### src/rtl/unidade_mult_div.sv
// Iterative 32x32 multiply / 32/32 divide unit with HI/LO registers.
// One shift-add or restoring step per clock; MTHI/MTLO write HI/LO directly when idle.
module unidade_mult_div (
  input  logic        clock,
  input  logic        reset_n,
  input  logic [31:0] dado_1,
  input  logic [31:0] dado_2,
  input  logic [2:0]  operacao,
  input  logic        inicio,
  output logic        ocupado,
  output logic        pronto,
  output logic        div_zero,
  output logic [31:0] hi,
  output logic [31:0] lo
);

  localparam logic [2:0] OP_MULT  = 3'b001;
  localparam logic [2:0] OP_MULTU = 3'b010;
  localparam logic [2:0] OP_DIV   = 3'b011;
  localparam logic [2:0] OP_DIVU  = 3'b100;
  localparam logic [2:0] OP_MTHI  = 3'b101;
  localparam logic [2:0] OP_MTLO  = 3'b110;

  typedef enum logic [1:0] {OCIOSO, CALCULA, AJUSTE} estado_t;

  estado_t     estado, prox_estado;
  logic [4:0]  contador;
  logic        eh_div;
  logic        neg_q, neg_r;
  logic        divisor_zero;
  logic [31:0] operando;
  logic [31:0] dado_1_orig;
  logic [63:0] acc;

  logic        aceita;
  logic        com_sinal;
  logic [32:0] soma;
  logic [63:0] mult_prox;
  logic [33:0] diferenca;
  logic        bit_q;
  logic [31:0] novo_resto;
  logic [63:0] div_prox;

  // Two's-complement magnitude; 0x80000000 maps to itself, read as unsigned.
  function automatic logic [31:0] magnitude(input logic signed [31:0] v, input logic sinal);
    logic signed [31:0] neg;
    neg = -v;
    return (sinal && v[31]) ? neg : v;
  endfunction

  function automatic logic [31:0] ajusta32(input logic [31:0] v, input logic neg);
    return neg ? (~v + 32'd1) : v;
  endfunction

  function automatic logic [63:0] ajusta64(input logic [63:0] v, input logic neg);
    return neg ? (~v + 64'd1) : v;
  endfunction

  assign com_sinal = (operacao == OP_MULT) || (operacao == OP_DIV);
  assign aceita    = (estado == OCIOSO) && inicio &&
                     ((operacao == OP_MULT) || (operacao == OP_MULTU) ||
                      (operacao == OP_DIV)  || (operacao == OP_DIVU));

  // Multiply: multiplier sits in acc[31:0] and shifts out as the product shifts in.
  // Divide: acc holds {remainder, dividend/quotient} for a restoring step.
  always_comb begin
    soma       = {1'b0, acc[63:32]} + (acc[0] ? {1'b0, operando} : 33'd0);
    mult_prox  = {soma, acc[31:1]};
    diferenca  = {1'b0, acc[63:31]} - {2'b00, operando};
    bit_q      = ~diferenca[33];
    novo_resto = bit_q ? diferenca[31:0] : acc[62:31];
    div_prox   = {novo_resto, acc[30:0], bit_q};
  end

  always_ff @(posedge clock) begin
    if (!reset_n) estado <= OCIOSO;
    else          estado <= prox_estado;
  end

  always_comb begin
    prox_estado = estado;
    case (estado)
      OCIOSO:  if (aceita) prox_estado = CALCULA;
      CALCULA: if (contador == 5'd31) prox_estado = AJUSTE;
      AJUSTE:  prox_estado = OCIOSO;
      default: prox_estado = OCIOSO;
    endcase
  end

  always_comb begin
    ocupado = (estado != OCIOSO);
  end

  // Operand / accumulator path: no reset, only meaningful while an op is in flight.
  always_ff @(posedge clock) begin
    if (aceita) begin
      eh_div       <= (operacao == OP_DIV) || (operacao == OP_DIVU);
      dado_1_orig  <= dado_1;
      divisor_zero <= (dado_2 == 32'd0);
      neg_q        <= com_sinal && (dado_1[31] ^ dado_2[31]);
      neg_r        <= com_sinal && dado_1[31];
      if ((operacao == OP_DIV) || (operacao == OP_DIVU)) begin
        operando <= magnitude(dado_2, com_sinal);
        acc      <= {32'd0, magnitude(dado_1, com_sinal)};
      end else begin
        operando <= magnitude(dado_1, com_sinal);
        acc      <= {32'd0, magnitude(dado_2, com_sinal)};
      end
    end else if (estado == CALCULA) begin
      acc <= eh_div ? div_prox : mult_prox;
    end
  end

  always_ff @(posedge clock) begin
    if (!reset_n) begin
      hi       <= 32'd0;
      lo       <= 32'd0;
      pronto   <= 1'b0;
      div_zero <= 1'b0;
      contador <= 5'd0;
    end else begin
      pronto <= 1'b0;
      case (estado)
        OCIOSO: begin
          if (aceita) begin
            div_zero <= 1'b0;
            contador <= 5'd0;
          end else if (inicio && (operacao == OP_MTHI)) begin
            hi <= dado_1;
          end else if (inicio && (operacao == OP_MTLO)) begin
            lo <= dado_1;
          end
        end
        CALCULA: contador <= contador + 5'd1;
        AJUSTE: begin
          pronto <= 1'b1;
          if (eh_div && divisor_zero) begin
            hi       <= dado_1_orig;
            lo       <= 32'hFFFF_FFFF;
            div_zero <= 1'b1;
          end else if (eh_div) begin
            lo <= ajusta32(acc[31:0], neg_q);
            hi <= ajusta32(acc[63:32], neg_r);
          end else begin
            {hi, lo} <= ajusta64(acc, neg_q);
          end
        end
        default: ;
      endcase
    end
  end

endmodule

### config.mk
export PLATFORM = sky130hd
export DESIGN_NAME = unidade_mult_div
export DESIGN_NICKNAME = d
export VERILOG_FILES = /design/src/rtl/unidade_mult_div.sv
export SDC_FILE = /design/constraint.sdc
export NUM_CORES = 1
export LEC_CHECK = 0
export CORE_MARGIN = 2
export CORE_UTILIZATION = 60
export DETAILED_ROUTE_END_ITERATION = 10
export GPL_ROUTABILITY_DRIVEN = 1
export PLACE_DENSITY = 0.87
export SLEW_MARGIN = 20
export SYNTH_ARGS = -nofsm -noshare
export SYNTH_HDL_FRONTEND = slang
export SYNTH_SLANG_ARGS = --single-unit
### constraint.sdc
create_clock -name clock -period 5 [get_ports clock]
set_clock_uncertainty 0.2 [all_clocks]
set_input_delay 0.5 -clock clock [delete_from_list [all_inputs] [get_ports clock]]
set_output_delay 0.5 -clock clock [all_outputs]
set_load 0.02 [all_outputs]
==> flow_metrics.tcl <==
set metrics [dict create \
    outcome "finished clean" \
    synth_edf_count 132 \
    synth_compound_area_share_pct 25.6 \
    use_met1_pct 50.6 \
    yosys.area_share.simple_pct 17.3 \
    hold_buffers 0 \
    max_cap_violations 0 \
    synth_largest_area_cell "edfxtp_1" \
    dieArea_sq_um 27900 \
    die_h_um 167 \
    vias 16500 \
    fill_cells 2080 \
    p_sw_share_pct 38.5 \
    pre_cts_ws_ns 1.02 \
    slew_violations 0 \
    cts_setup_buffers 0 \
    power.switching_mw 2.62 \
    cts_root_buffer "clkbuf_16" \
    io_pins 137 \
    rows 59 \
    drtIter0Drc 2224 \
    syn_area_sq_um 16000 \
    dpl.hpwl_mm 43.5 \
    cts_buffers 24 \
    synth_top_area_share_pct 24.8 \
    max_slew_margin_pct 28.0 \
    cp-start-kind "flop" \
    crit_fanout 19 \
    ys_async_sr_fraction_pct 0 \
    rsz0062_at_grt "no" \
    nets 2142 \
    crit_required_ns 5.05 \
    drive_above_1_share_pct 4.56 \
    area_growth_pct 15.7 \
    period_needed_ns 4.12 \
    antenna_cells 0 \
    antenna_left 0 \
    drc 0 \
    power_density_nw_per_um2 368 \
    cts_buffer_depth 3 \
    synth_top_cells_by_count "a21oi_1, nand2_1, nor2_1, edfxtp_1, xnor2_1" \
    critical_path_class "flop to flop" \
    core_area_sq_um 26100 \
    comb_power_share_pct 38.0 \
    numPortBuffers 136 \
    fp.dieW_um 167 \
    clkPwrFrac_pct 28.1 \
    leakagePower_nw 6.73 \
    synthMuxAreaShare_pct 3.90 \
    path_clk_slew_ns 0.06 \
    synth_fa_ha_area_share_pct 5.74 \
    grt_use_met3_pct 7.27 \
    layout.cells.non_filler 2353 \
    crit_arrival_ns 4.17 \
    ys_ff_latch 205 \
    end_kind "flop" \
    grt_max_degree 65 \
    post_cts_resized 0 \
    gp_congestion 1.03 \
    finalSetupTns_ns 0 \
    htree_levels 1 \
    fmax_mhz 243 \
    dpl.cell_count 2309 \
    synth_most_common_cell "a21oi_1" \
    start_util_pct 61.2 \
    grt_usage_pct 40.0 \
    ys_seq_area_share_pct 34.0 \
    synth_cells 1914 \
    place_area_sq_um 17600 \
    gr-usage-met2_pct 64.1 \
    synth_top_family_by_area "compound AO/OA/AOI/OAI gates" \
    synthTopCellsByArea "edfxtp_1, dfxtp_1, a21oi_1" \
    antenna_found_initial 0 \
    viasPerCell 7.01 \
    grt.busiest_layer "met2" \
    grt_pass1_vias 15600 \
    syn_nets 2056 \
    synth_xor_area_share_pct 9.17 \
    grt_pass1_wl_mm 87.6 \
    p_int_mw 4.17 \
    numClockSinks 205 \
    tightest_slew_ns 1.08 \
    ys.flop_type "edfxtp_1" \
    fin_crit_sh_pct 82.3 \
    cts_tree "done" \
    drtPass1Iterations 7 \
    hp-class "flop to flop" \
    ir_drop_uv 399 \
    wl_per_cell_um 24.6 \
    grt_overflow 0 \
    ys_warn_count 0 \
    finalWirelength_mm 58.0 \
    pwr-share-seq_pct 33.9 \
    synth_cell_types 79 \
    syn_avg_cell_area_sq_um 8.34 \
    setup_violations 0 \
    multi_input_area_sq_um 9870 \
    insertion_delay_ns 0.54 \
    seq_area_sq_um 5430 \
    worst_slack_ns 0.883 \
    stdcell_area_sq_um 18500 \
    finalHoldViolCount 0 \
]
==> cell type report <==
| class | instances | share of cell area (%) |
|---|---|---|
| tap | 335 | 2.27 |
| sequential | 205 | 29.4 |
| clock inverter | 5 | 0.203 |
| multi-input combinational | 1529 | 53.4 |
| clock buffer | 39 | 4.47 |
| timing repair buffer | 168 | 8.74 |
| inverter | 72 | 1.47 |
==> metal layers <==
metal  up-vias  part of all wire (%)  wire length (um)
met5         -                     0                 0
met4         0                   6.8              3950
met3       273                    11              6430
met2      1153                    45             26300
met1      7695                    37             21300
li1       7368                     -                 -
==> state kept, by name, indices dropped and copies added (netlist names) <==
name	flops
contador	5
div_zero	1
divisor_zero	1
neg_q	1
dado_1_orig	32
hi	32
eh_div	1
operando	32
neg_r	1
estado	2
acc	64
pronto	1
lo	32
==> worst paths after layout <==
check / end / slack, ns / cells past startpoint / startpoint
worst max-delay path: acc[52] / 0.88 / 11 / acc[33]
worst min-delay path: lo[17] / 0.25 / 2 / lo[17]
worst max register to register: acc[52] / 0.88 / 11 / acc[33]
worst min register to register: lo[17] / 0.25 / 2 / lo[17]
==> per-stage QoR <==
step           hold WS [ns]  util (%)  total power [mW]
6_report              0.250      70.8              6.79
5_1_grt               0.269      70.8              7.06
4_1_cts               0.254      70.8              6.69
3_5_place_dp          0.246      67.5              4.82
3_3_place_gp          0.241      67.5              4.77
2_1_floorplan         0.224         -              4.02
==> critical path: stages (launching register included) <==
cell	delay [ns]
edfxtp_1	0.56
ha_1	0.44
o21ai_0	0.12
a21oi_1	0.35
o31ai_1	0.22
a2111oi_2	0.83
o31ai_1	0.18
buf_4	0.21
nand2_1	0.08
buf_4	0.29
mux2i_1	0.24
o22ai_1	0.10
==> cells by family (layout without fill, tap and decap cells) <==
family	after synthesis	count (layout)
AOI/OAI and AO/OA	641	641
xor gates and xnor gates	167	167
adders and majority gates	72	72
buffers and inverters	180	284
DFF	205	205
muxes	62	62
and+or+nand+nor	587	587
==> power groups by stage <==
stage | clock, mW | sequential [mW] | combinational (mW)
after floorplan | 0 | 2.22 | 1.80
after global placement | 0 | 2.31 | 2.46
after detailed placement | 0 | 2.32 | 2.49
after CTS | 1.89 | 2.29 | 2.51
after global routing | 1.96 | 2.31 | 2.78
final | 1.91 | 2.30 | 2.58
==> placed cells by master (no fill, tap or decap), types with 7 or more instances in the layout <==
| master | instances |
|---|---|
| o22ai_1 | 19 |
| o41ai_1 | 15 |
| o21ai_0 | 92 |
| edfxtp_1 | 132 |
| clkbuf_16 | 31 |
| a31oi_1 | 33 |
| o21ai_1 | 28 |
| o31ai_1 | 26 |
| o211ai_1 | 19 |
| nand2b_1 | 18 |
| inv_1 | 68 |
| o221ai_1 | 39 |
| or3_1 | 21 |
| nand3_1 | 35 |
| o31a_1 | 7 |
| nand4_1 | 20 |
| nor3_1 | 45 |
| a21o_1 | 31 |
| xor2_1 | 56 |
| nor2b_1 | 9 |
| nor4_1 | 23 |
| a211oi_1 | 24 |
| buf_4 | 31 |
| ha_1 | 70 |
| a222oi_1 | 9 |
| mux2i_1 | 61 |
| a21oi_1 | 221 |
| and3_1 | 11 |
| or4_1 | 16 |
| clkdlybuf4s50_1 | 136 |
| dfxtp_1 | 73 |
| nand2_1 | 200 |
| nor2_1 | 151 |
| o21a_1 | 15 |
| or2_2 | 9 |
| xnor2_1 | 111 |
Power figures use the tool's default switching activity.
